[src/rtl/tag_alloc.sv]
// tag_alloc: circular free list of destination tags with grant, retire return,
// branch-mispredict flush and sticky overflow detection.
module tag_alloc #(
   parameter int TAG_W = 5,
   parameter int DEPTH = 32
) (
   input  logic             clock_i,
   input  logic             reset_n_i,
   input  logic             Alloc_req_i,
   output logic [TAG_W-1:0] Alloc_tag_o,
   output logic             Alloc_valid_o,
   output logic [TAG_W-1:0] Dispatch_Rd_tag_o,
   output logic             new_rd_tag_o,
   output logic             new_rd_tag_valid_o,
   input  logic             Retire_valid_i,
   input  logic [TAG_W-1:0] Retire_rd_tag_i,
   input  logic             Retire_branch_i,
   input  logic             Retire_branch_taken_i,
   output logic [TAG_W:0]   Free_count_o,
   output logic             Overflow_err_o
);
   localparam logic [TAG_W:0]   FULL = (TAG_W+1)'(DEPTH);
   localparam logic [TAG_W-1:0] LAST = TAG_W'(DEPTH-1);
   logic [TAG_W-1:0] mem_q [DEPTH];
   logic [TAG_W-1:0] head_q, head_d, tail_q, tail_d, disp_q, disp_d;
   logic [TAG_W:0]   count_q, count_d;
   logic             new_q, ovf_q, ovf_d;
   logic             flush, full, grant, ret, ovf_set;
   assign Alloc_tag_o        = mem_q[head_q];
   assign Alloc_valid_o      = count_q != '0;
   assign Free_count_o       = count_q;
   assign Dispatch_Rd_tag_o  = disp_q;
   assign new_rd_tag_o       = new_q;
   assign new_rd_tag_valid_o = new_q;
   assign Overflow_err_o     = ovf_q;
   always_comb begin
      flush   = Retire_valid_i & Retire_branch_i & Retire_branch_taken_i;
      full    = count_q == FULL;
      grant   = Alloc_req_i & Alloc_valid_o & ~flush;
      // a full list can still absorb a return when the head is granted the same cycle
      ret     = Retire_valid_i & ~flush & (~full | grant);
      ovf_set = Retire_valid_i & ~flush & full & ~grant;
      head_d  = grant ? ((head_q == LAST) ? '0 : head_q + 1'b1) : head_q;
      tail_d  = ret ? ((tail_q == LAST) ? '0 : tail_q + 1'b1) : tail_q;
      count_d = (grant & ~ret) ? count_q - 1'b1 : (ret & ~grant) ? count_q + 1'b1 : count_q;
      disp_d  = grant ? Alloc_tag_o : disp_q;
      ovf_d   = ovf_q | ovf_set;
   end
   always_ff @(posedge clock_i or negedge reset_n_i) begin
      if (!reset_n_i) begin
         for (int i = 0; i < DEPTH; i++) mem_q[i] <= TAG_W'(i);
         head_q  <= '0;
         tail_q  <= '0;
         count_q <= FULL;
         disp_q  <= '0;
         new_q   <= 1'b0;
         ovf_q   <= 1'b0;
      end else begin
         if (flush) begin
            for (int i = 0; i < DEPTH; i++) mem_q[i] <= TAG_W'(i);
            head_q  <= '0;
            tail_q  <= '0;
            count_q <= FULL;
         end else begin
            if (ret) mem_q[tail_q] <= Retire_rd_tag_i;
            head_q  <= head_d;
            tail_q  <= tail_d;
            count_q <= count_d;
         end
         disp_q <= disp_d;
         new_q  <= grant;
         ovf_q  <= ovf_d;
      end
   end
endmodule
[config.mk]
export PLATFORM = sky130hd
export DESIGN_NAME = tag_alloc
export DESIGN_NICKNAME = d
export VERILOG_FILES = /design/src/rtl/tag_alloc.sv
export SDC_FILE = /design/constraint.sdc
export NUM_CORES = 1
export LEC_CHECK = 0
export ABC_AREA = 1
export CORE_MARGIN = 1.5
export CORE_UTILIZATION = 30
export DETAILED_ROUTE_END_ITERATION = 12
export PLACE_DENSITY = 0.49
export SLEW_MARGIN = 20
export SYNTH_ARGS = -nofsm -noshare
export SYNTH_HDL_FRONTEND = slang
export SYNTH_SLANG_ARGS = --single-unit
[constraint.sdc]
create_clock -name clock_i -period 2.1 [get_ports clock_i]
set_input_delay 0.42 -clock clock_i [delete_from_list [all_inputs] [get_ports clock_i]]
set_output_delay 0.42 -clock clock_i [all_outputs]
set_load 0.005 [all_outputs]
* Word-level counts from Yosys, hierarchy flattened
Index checks and enable logic that the tools add are counted.
** Cells by class
- Mux-type cells :: 17
- Reductions and logical operators :: 5
- Order comparisons :: 3
- Bitwise logic cells :: 18
- Add/sub/neg operators :: 4
- Eq/ne operators :: 3
** Operator list (count)
- $mux 160 :: 2
- $bwmux 160 :: 1
- $mux 5 :: 9
- $bmux 5 s5 :: 1
- $demux 5 s5 :: 1
- $mux 6 :: 3
- $ge 6x6->1 const B :: 2
- $not 5->6 :: 2
- $add 5x1->5 const B :: 2
- $and 1x1->1 :: 10
- $eq 5x5->1 const B :: 2
- $add 6x1->6 const B :: 1
- $eq 6x6->1 const B :: 1
- $lt 6x1->1 const B :: 1
- $reduce_bool 6->1 :: 1
- $sub 6x1->6 const B :: 1
- $not 1->1 :: 4
- $reduce_bool 2->1 :: 2
- $reduce_bool 3->1 :: 1
- $or 1x1->1 :: 2
- $logic_and 1x1->1 :: 1
** Word-level totals
- Logic and storage cells :: 88
- Output and inout port bits :: 20
- Flip-flop bits (word level) :: 183

* Logic depth before layout (Yosys ltp)
Gate-level depths: netlist of run 1.
- Depth in word-level cells :: 10
- Depth in mapped cells :: 13
- Mapped depth without buffers :: 13

* Worst setup path before layout of run 1
No wires, ideal clock.
- Path type :: register -> register
- From :: register count_q[5], in the netlist Free_count_o[5]
- To :: register count_q[5], in the netlist Free_count_o[5]
- Slack :: -0.138 ns
- Stages on the path, launching flop included :: 14
- Data arrival time :: 2.162 ns
- Setup time :: 0.076 ns
- Clock period less this slack :: 2.238 ns
- Buffers on the path :: 0
- Path through :: dfstp_2 > nor2_1 > nand3_2 > nand3_4 > nor2_1 > ha_1 > a21oi_1 > o21ai_0 > nor2_1 > inv_1 > nand3_1 > nand3_1 > nand2_1 > nand2_1
** Between the ends
- Cells in the longest elaborated chain, start to end :: 9
** Ends and longest elaborated chain
- start: declaration :: RTL line 26 : logic [TAG_W:0] count_q, count_d;
- start signal: assignment :: RTL line 68 : count_q <= count_d;
- $reduce_bool 6->1 * :: RTL line 30 : assign Alloc_valid_o = count_q != '0;
- named net Alloc_valid_o :: RTL line 11 : output logic Alloc_valid_o,
- $and 1x1->1 * (2 in series) :: RTL line 39 : grant = Alloc_req_i & Alloc_valid_o & ~flush;
- $or 1x1->1 :: RTL line 41 : ret = Retire_valid_i & ~flush & (~full | grant);
- $and 1x1->1 :: RTL line 41
- $not 1->1 :: RTL line 45 : count_d = (grant & ~ret) ? count_q - 1'b1 : (ret & ~grant) ? count_q + 1'b1 : count_q;
- $and 1x1->1 :: RTL line 45
- $mux 6 :: RTL line 45
- $mux 6 :: RTL line 59 : if (flush) begin
The timed path passes the listed nets; every way through them passes the cells marked *. The select of a mux whose other input is x is not followed.
A chain may end at the register's enable or synchronous reset.

* Worst setup path after layout of run 1
- From :: register head_q[0]
- To :: output Alloc_tag_o[2]
** Between the ends
- Cells in the longest elaborated chain, start to end :: 4
** Ends and longest elaborated chain
- start: declaration :: RTL line 25 : logic [TAG_W-1:0] head_q, head_d, tail_q, tail_d, disp_q, disp_d;
- start signal: assignment :: RTL line 52 : head_q <= '0;
- start signal: assignment :: RTL line 61 : head_q <= '0;
- start signal: assignment :: RTL line 66 : head_q <= head_d;
- $not 5->6 (implied by the code) :: RTL line 29 : assign Alloc_tag_o = mem_q[head_q];
- $bmux 5 s5 :: RTL line 29
- $mux 5 (implied by the code) (2 in series) :: RTL line 29
- end: declaration :: RTL line 10 : output logic [TAG_W-1:0] Alloc_tag_o,
Every way passes these cells. The select of a mux whose other input is x is not followed.

==> reports/qor.csv, run 1 <==
stage,metric,value,unit
synthesis,synth_area_per_cell,8.25,sq um
sta,tns,-3.00,ns
synthesis,synthDistinctLibCells,40,
synthesis,ys_warn_count,0,
pwr,power.leakage,5.67,nW
worst_setup_path,cp-start-kind,flip-flop,
worst_setup_path,rr_startpoint,head_q[0]$_DFFE_PN0P_,
worst_setup_path,reg2reg_setup_slack,-0.40,ns
global_routing,grt_max_degree,52,
worst_setup_path,r2r-end,Dispatch_Rd_tag_o[2]$_DFFE_PN0P_,
worst_setup_path,crit_required,1.68,ns
cells_and_area,antenna_cells,0,
cells_and_area,nets,1333,
floorplanning,row_count,65,
sta,rsz0062_at_grt,true,
sta,maxSlewViolCount,0,
cells_and_area,utilization,40.4,%
synthesis,seq_area_frac_synth,48.6,%
synthesis,synthesis.area,9630,sq um
synthesis,synth_top_cell_area_share,26.5,%
cts,cts_sinks,183,
route,num_vias,8512,
sta,worst_slew_pin_slew,0.770,ns
min_path,hp-class,reg -> reg,
sta,final.period_utilization,128,%
sta,setup_viol,7,
synthesis,synth_edf_count,0,
sta,slew_headroom,48.6,%
sta,hold_viol,0,
route,firstDrtPassIters,5,
cts,clk_pin_slew,0.07,ns
worst_setup_path,path_class,reg -> out,
cts,clk_path_buf_depth,2,
synthesis,async_flop_share,100,%
route,ant_nets,0,
global_routing,grt_pass1_vias,8506,
status,violations,negative setup slack,
sta,layout_setup_ws,-0.597,ns
floorplanning,initial_core_util,30.5,%
min_path,whs_path_depth,2,
synthesis,synthCells,1167,
route,viasPerCell,4.93,
global_routing,track_usage,19.5,%
route,drt-total-wl,31400,microns
worst_setup_path,worstPathArrival,2.28,ns
pwr,power_density,1290,nW/um^2
floorplanning,dieArea,33200,sq um
placement,hpwl,20700,microns
min_path,min_to,mem_q[56]$_DFFE_PN0P_,
worst_setup_path,crit_fanout,7,
cts,clock_latency,0.45,ns
route,drc,0,
sta,fin_crit,2.70,ns
cts,root_buffer,clkbuf_16,
worst_setup_path,r2r_cells,20,
pwr,ir_drop,0.741,mV
synthesis,synth_seq_cells,183,
cts,h-tree-depth,4,
route,drtIter0Drc,656,
sta,finClkSkew,0.0150,ns
synthesis,yosys_most_used_dff,dfrtp_1,
synthesis,synthTopCellsByArea,"dfrtp_1 (27%), dfstp_2 (22%), nor2_1 (11%), nand2_1 (6.1%), nand3_1 (5.1%)",
synthesis,yosys.area.top_type,dfrtp_1,
cells_and_area,final_cell_count_no_fill,1725,
floorplanning,dieWidth,182,microns
status,status,"complete, but fails checks",
floorplanning,core,31600,sq um
placement,gp_congestion,0.838,
synthesis,syn-num-nets,1190,
cells_and_area,layout-drive-gt1-share,30.8,%
cells_and_area,area_growth,32.5,%
min_path,min_from,mem_q[56]$_DFFE_PN0P_,
cts,tritoncts,yes,
floorplanning,dieHeight,182,microns
floorplanning,ios,31,
cts,numCtsBuffers,17,
worst_setup_path,end_kind,output pin,
sta,fmaxAchievable,371,MHz
global_routing,overflow,0,
placement,numPortBuffers,30,
placement,place_inst,1653,
run,maxCapViolations,0,
global_routing,antenna_found_initial,1,
global_routing,grt_first_pass_wirelength,49000,microns
route,wire_per_inst,18.2,microns
## worst max-delay path by stage
stage	cells past startpoint	startpoint	slack [ns]	end
final	9	head_q[0]$_DFFE_PN0P_	-0.60	Alloc_tag_o[2]
after global routing	9	head_q[0]$_DFFE_PN0P_	-0.65	Alloc_tag_o[2]
after CTS	9	head_q[0]$_DFFE_PN0P_	-0.62	Alloc_tag_o[2]
after detailed placement	9	head_q[0]$_DFFE_PN0P_	-0.34	Alloc_tag_o[2]
after global placement	13	Retire_valid_i	-0.31	Free_count_o[4]$_DFFE_PN0P_
after floorplan	13	Free_count_o[5]$_DFFE_PN1P_	0.08	Free_count_o[5]$_DFFE_PN1P_
## logic make-up (layout without fill, tap and decap cells)
| kind of cell | count (synthesis) | in the layout | share of synthesized area (%) |
|---|---|---|---|
| AND/OR/NAND/NOR | 594 | 594 | 29.7 |
| AO/OA/AOI/OAI | 208 | 208 | 12.6 |
| flip-flops | 183 | 183 | 48.6 |
| buffers and inverters | 167 | 323 | 7.18 |
| adder cells (fa/ha/maj) | 12 | 12 | 1.64 |
| XOR/XNOR | 3 | 3 | 0.273 |
## per-layer routing
layer | track usage, % | up-vias | share of wire [%]
li1 | - | 4130 | -
met1 | 27.0 | 4146 | 47
met2 | 31.4 | 194 | 47
met3 | 2.53 | 42 | 3.6
met4 | 6.48 | 0 | 2.4
met5 | 0 | - | 0
## registers in the layout, indices dropped and copies added, names as in the netlist
register and cells:
Dispatch_Rd_tag_o 5, mem_q 160, new_rd_tag_o 1, Overflow_err_o 1, head_q 5, Free_count_o 6
tail_q 5
## cell usage in the layout (no fill, tap or decap), types with 17 or more instances in the layout
cell type	count
dfstp_2	81
nand2_1	152
o211ai_1	42
inv_1	94
buf_6	24
clkdlybuf4s50_1	23
nor2_1	260
buf_4	110
dfrtp_1	101
nand3_1	71
o21ai_0	61
a21oi_1	24
clkbuf_16	17
o22ai_1	48
nand4_4	19
nand3_2	28
o21ai_1	20
## worst max-delay path, cell delays in order (launching register included)
cell	delay [ns]
dfrtp_4	0.57
buf_8	0.17
buf_6	0.13
buf_16	0.14
o211ai_1	0.20
nand3_1	0.13
nand3_2	0.13
nand3_4	0.09
and2_4	0.16
buf_6	0.11
## report_power, final
group / leakage (nW) / internal, W / switching (W)
combinational: 3.14 / 0.00363 / 0.00427
sequential: 2.23 / 0.00445 / 0.000502
clock: 0.306 / 0.00209 / 0.00145
total: 5.67 / 0.0102 / 0.00622
## stage by stage
stage | worst slack [ns] | hold WS [ns] | instance area [sq um] | power, W
2_1_floorplan | 0.0791 | 0.124 | 9640 | 0.00849
3_3_place_gp | -0.312 | 0.422 | 11200 | 0.0111
3_5_place_dp | -0.337 | 0.414 | 11200 | 0.0111
4_1_cts | -0.616 | 0.485 | 12500 | 0.0160
5_1_grt | -0.646 | 0.511 | 12800 | 0.0174
6_report | -0.597 | 0.483 | 12800 | 0.0164
## synth_stat cells, types with 2 or more instances
cell type	instances
o21ai_0	84
nand3_2	2
dfstp_2	81
nand4_1	4
or2_2	5
nand4_4	18
xnor2_1	2
buf_1	6
nand2_2	11
clkbuf_1	33
nor2_4	2
o22ai_1	48
buf_4	2
o21ai_1	2
nor2_1	275
dfrtp_1	102
and2_1	5
buf_6	3
nand2_4	8
inv_2	9
inv_1	94
nor2_2	4
nand3_1	99
ha_1	11
o211ai_1	42
nand2_1	157
a21oi_1	29
buf_2	17
## timing repair
item                                    CTS  global route
gates cloned                              8             0
pin swaps                                45            40
resized for setup                       104            67
hold buffers                              1             0
endpoints found under the hold margin    27             0
endpoints found under the setup margin    6            14
buffers inserted                         31            11
## cell type report
class	instances	area (sq um)
clock buffer	21	470
clock inverter	11	170
fill	3186	18800
inverter	105	409
multi-input combinational	817	4610
sequential	183	4680
tap	402	503
timing repair buffer	186	1920
No activity file was read; power rests on OpenSTA's default activity.
==> inputs of run 2 (changes only) <==
--- a/config.mk
+++ b/config.mk
@@ -10,6 +10,7 @@
 export CORE_UTILIZATION = 30
 export DETAILED_ROUTE_END_ITERATION = 12
 export PLACE_DENSITY = 0.49
+export SETUP_SLACK_MARGIN = 0.2
 export SLEW_MARGIN = 20
 export SYNTH_ARGS = -nofsm -noshare
 export SYNTH_HDL_FRONTEND = slang
==> run 2 against run 1 <==
The run still ends with negative setup slack left; die area did not move; worst setup slack better by 0.013 ns; final cell count up 2.2%; first-iteration DRC count down 22%; combinational power rose by 14%; fmax up 0.47%; critical path type is now reg -> reg; critical endpoint is now Dispatch_Rd_tag_o[2]$_DFFE_PN0P_.
==> reports/qor.csv, run 2 (synthesized netlist as in run 1, its figures left out) <==
stage,metric,value,unit
status,status,"complete, but fails checks",
status,violations,negative setup slack,
worst_setup_path,cp.buffers_inverters,13,
sta,layout_setup_ws,-0.584,ns
floorplanning,row_count,65,
worst_setup_path,crit_fanout,6,
route,viasPerCell,5.03,
global_routing,grt_pass1_vias,8622,
route,wire_per_inst,19.1,microns
floorplanning,core,31600,sq um
floorplanning,dieWidth,182,microns
cells_and_area,largest_register_ffs,160,
cts,root_buffer,clkbuf_16,
worst_setup_path,startpoint,head_q[0]$_DFFE_PN0P_,
route,ant_nets,0,
cts,clock_latency,0.46,ns
pwr,power_density,1170,nW/um^2
sta,fmaxAchievable,373,MHz
sta,maxSlewViolCount,0,
worst_setup_path,cp_slowest_cell,dfrtp_2,
cts,tritoncts,yes,
cells_and_area,layout_commonest_cell,nor2_1,
placement,place_inst,1659,
floorplanning,dieArea,33200,sq um
global_routing,grt_first_pass_wirelength,50400,microns
floorplanning,dieHeight,182,microns
worst_setup_path,path_cells,buf_12 > buf_12 > buf_8 > o211ai_1 > nand3_1 > nand3_1 > nand3_2 > buf_6 > buf_6 > buf_6 > buf_6 > buf_6 > buf_6 > buf_6 > buf_6 > buf_6 > buf_6 > nand3_2 > nand2_1,
placement,hpwl,20800,microns
cts,cts_sinks,183,
floorplanning,ios,31,
global_routing,grt_max_degree,52,
cells_and_area,largest-register,mem_q,
cells_and_area,layout-drive-gt1-share,48.3,%
placement,gp_congestion,0.834,
cts,clk_path_buf_depth,2,
worst_setup_path,critical-path-top-delay-family,buffers and inverters,
cells_and_area,final_area,14700,sq um
sta,rsz0062_at_grt,true,
cells_and_area,mostFrequentLayoutCells,"nor2_1 (155), nand2_1 (121), dfrtp_1 (101), inv_1 (87), dfstp_2 (81)",
sta,slew_headroom,51.5,%
sta,hold_ws,0.479,ns
sta,fin_crit,2.68,ns
worst_setup_path,rr_startpoint,head_q[0]$_DFFE_PN0P_,
cts,clk_pin_slew,0.08,ns
cts,numCtsBuffers,17,
route,drc,0,
worst_setup_path,path_class,reg -> reg,
worst_setup_path,worst_path_largest_cell_delay,0.43,ns
floorplanning,initial_core_util,30.5,%
sta,worst_slew_pin_slew,0.727,ns
cells_and_area,area_growth,53.0,%
route,drtIter0Drc,510,
placement,place_area,11200,sq um
worst_setup_path,cp-start-kind,flip-flop,
cells_and_area,antenna_cells,0,
sta,hold_viol,0,
cells_and_area,fill_cells,3008,
route,num_vias,8873,
sta,final.period_utilization,128,%
worst_setup_path,crit_required,2.46,ns
cts,h-tree-depth,4,
route,firstDrtPassIters,5,
placement,numPortBuffers,30,
worst_setup_path,end_kind,flip-flop,
run,maxCapViolations,0,
global_routing,antenna_found_initial,0,
sta,setup_viol,7,
worst_setup_path,worst-path-stages,19,
worst_setup_path,r2r_cells,19,
pwr,total_power,0.0173,W
cells_and_area,nets,1371,
sta,finClkSkew,0.0164,ns
pwr,power.leakage,6.14,nW
worst_setup_path,worstPathArrival,3.04,ns
min_path,hp-class,in -> async,
route,drt-total-wl,33700,microns
worst_setup_path,critical_path.most_common_cell,buf_6,
pwr,ir_drop,0.622,mV
global_routing,overflow,0,
global_routing,track_usage,20.1,%
cells_and_area,final_cell_count_no_fill,1763,
==> run 2: cell count changes in the layout (fill, tap and decap cells not counted), moves of 41 or more <==
cell / previous run / this run
o22ai_1: 48 / 5
o22ai_2: 0 / 41
nor2_2: 14 / 63
nor2_4: 7 / 63
nor2_1: 260 / 155
buf_6: 24 / 73
==> run 2: where the power goes <==
part           switching (W)  internal (W)  total [W]  leakage, nW
registers           0.000515       0.00445    0.00497         2.23
clock network        0.00163       0.00169    0.00332        0.283
logic                0.00480       0.00420    0.00900         3.63
total                0.00695        0.0103     0.0173         6.14
==> run 2: final timing paths <==
kind                                               endpoint  slack (ns)
setup / recovery           Dispatch_Rd_tag_o[2]$_DFFE_PN0P_       -0.58
hold / removal                        mem_q[15]$_DFFE_PN0P_        0.48
setup reg to reg           Dispatch_Rd_tag_o[2]$_DFFE_PN0P_       -0.58
hold reg to reg                       mem_q[66]$_DFFE_PN1P_        0.49
max in group asynchronous            mem_q[103]$_DFFE_PN1P_        0.94
min in group clock_i                  mem_q[66]$_DFFE_PN1P_        0.49
==> run 2: layout make-up <==
cell class                      count  area (sq um)  share of cell area, %
Timing Repair inverter              1          20.0                  0.136
Sequential cell                   183          4680                   31.8
Timing Repair Buffer              221          2550                   17.3
Inverter                          105           429                   2.91
Clock buffer                       17           425                   2.89
Tap cell                          402           503                   3.41
Clock inverter                     15           156                   1.06
Multi-Input combinational cell    819          5970                   40.5
==> run 2: repair_timing <==
action / CTS / global route
cloned: 7 / 7
endpoints found under the setup margin: 54 / 174
endpoints found under the hold margin: 21 / 0
gates resized for setup: 143 / 463
hold buffers: 1 / 0
pin swaps: 61 / 135
setup buffers: 25 / 32
==> run 2: layer usage <==
layer | wire (microns) | global-route usage (%)
met5 | 0 | 0
met4 | 843 | 7.01
met3 | 1170 | 3.63
met2 | 16200 | 31.9
met1 | 15500 | 27.4
==> run 2: per-stage QoR <==
stage	utilization [%]	setup TNS, ns	worst slack (ns)
after floorplan	-	0	0.0791
after detailed placement	35.6	-29.02	-0.361
after global routing	46.7	-3.98	-0.646
after global placement	35.6	-25.73	-0.334
after CTS	40.0	-2.97	-0.552
final	46.7	-3.19	-0.584
==> edit: new RTL, settings of run 1 <==
Make the reset (`reset_n_i`) synchronous in one clocked block.
--- a/src/rtl/tag_alloc.sv
+++ b/src/rtl/tag_alloc.sv
@@ -46,7 +46,7 @@
       disp_d  = grant ? Alloc_tag_o : disp_q;
       ovf_d   = ovf_q | ovf_set;
    end
-   always_ff @(posedge clock_i or negedge reset_n_i) begin
+   always_ff @(posedge clock_i) begin
       if (!reset_n_i) begin
          for (int i = 0; i < DEPTH; i++) mem_q[i] <= TAG_W'(i);
          head_q  <= '0;
Check against the original RTL: differs if reset_n_i is asserted again (counterexample within 4 cycles, from zero or initial values and one cycle with reset_n_i low); with reset_n_i held inactive, the same outputs for 4 cycles.
==> edit against run 1 <==
  * The flow still finishes with violations (setup timing)
  * Die area decreased by 5.1%
  * Cell area decreased by 5.2%
  * Worst setup slack improved by 0.21 ns
  * Synthesized area decreased by 5.2%
  * Wire length decreased by 15%
  * Sequential share of layout area increased by 7.7 points
  * Sequential cell count increased by 5
Power is not compared: it rests on default switching activity, and its combinational part moved more than twofold at a synthesized area within 25%.
==> edit: results (changes against run 1) <==
metric	value	unit	change
synth cell count leaders	163 x nor2_1, 162 x nand2_1, 160 x edfxtp_1		
Synth Area in Compound Gates	11.61	%	-1.0 points
vias per std cell	4.838		-1.9%
xor-xnor portion of the synthesized cell area	0.2878	%	+0.015 points
bufs w/o clock	152		-18%
critical-path maximum fanout	14		+7
Worst-Margin Slew	0.4989	ns	-0.2714 ns
initial antenna violation count	0		-1
multi-input logic portion of the cell area	30.17	%	-5.9 points
hold path start	Overflow_err_o		
CP endpoint	Alloc_tag_o[0]		
skew final	0.01370	ns	-0.001302 ns
violated checks	setup timing		
post-synthesis adder-cell area fraction	1.096	%	-0.54 points
setup TNS	-1.699	ns	+1.304 ns
fin nets	1058		-21%
cell area after layout	12100	um2	-5.2%
Async SR Flop Fraction	0	%	-100 points
fill count	2936		-7.8%
pin count of the biggest net entering global routing	33		-37%
gr usage total	17.66	%	-1.8 points
worst r2r path cells	6		-70%
reg2reg start	tail_q[2]		
Syn Area/Cell	9.904	um2	+20%
Setup WS post-layout	-0.3907	ns	+0.2059 ns
# resized after CTS	110		+5.8%
critical path's slowest cell	dfxtp_4		
multi-input combinational cell count	596		-27%
TAP cells	390		-3.0%
fin cells	1442		-16%
pre-CTS WS	-0.4126	ns	-0.07523 ns
PortBufs	30		unchanged
register area share after synthesis	58.76	%	+10 points
ClkCell Share	4.675	%	-0.35 points
first-pass iteration count of the detailed router	4		-1
cell depth of the worst hold path	1		-1
hold_ws	0.4747	ns	-0.007836 ns
global-route wire length before repair	40810	um	-17%
Hold EP	Overflow_err_o		
DRT Wirelength	26550	um	-15%
placed inst area	10670	um2	-4.5%
Worst path max stage delay	0.43	ns	-0.14 ns
Post-synth EDFFs	160		+160
vias in the first global route	7002		-18%
FF-to-FF End	mem_q[20][1]		
first-iteration detailed-routing DRC count	519		-21%
CP top delay family	simple AND/OR/NAND/NOR gates		
dpl hpwl	16950	um	-18%
synth top area cells	edfxtp_1 53%, nor2_1 6.7%, nand2_1 6.7%, dfxtp_1 6.1%, o221ai_1 3.4%		
Reg clk slew, reported paths	0.07	ns	about the same
Mapped Nets	941		-21%
buffering overhead	14.04	%	-0.98 points
status	finished, violations left		
Seq. cell area	5373	um2	+15%
inverter count	84		-20%
final setup violation count	5		-2
==> edit: cell count changes after synthesis, moves of 48 or more <==
cell	change
dfrtp_1	-102
dfstp_2	-81
nand3_1	-62
edfxtp_1	+160
o22ai_1	-48
nor2_1	-112
inv_1	-51
==> edit: worst register-to-register path, stage by stage (launching register included) <==
cell and delay, ns:
dfxtp_1 0.48, inv_1 0.13, nor3_1 0.39, inv_1 0.25, nor2_4 0.17, inv_2 0.04
nand2_1 0.18
==> edit: per-layer routing <==
| layer | global-route usage [%] | routed length (um) | vias up | part of all wire (%) |
|---|---|---|---|---|
| met1 | 22.82 | 12020 | 3396 | 45 |
| met2 | 29.88 | 12910 | 164 | 49 |
| met4 | 5.707 | 553 | 0 | 2.1 |
| met3 | 3.128 | 1069 | 39 | 4.0 |
| met5 | 0 | 0 | - | 0 |
| li1 | - | - | 3378 | - |
==> edit: power by group <==
group | switching [uW] | internal, uW
logic | 939 | 763
registers | 85.6 | 4170
clock network | 1460 | 1650
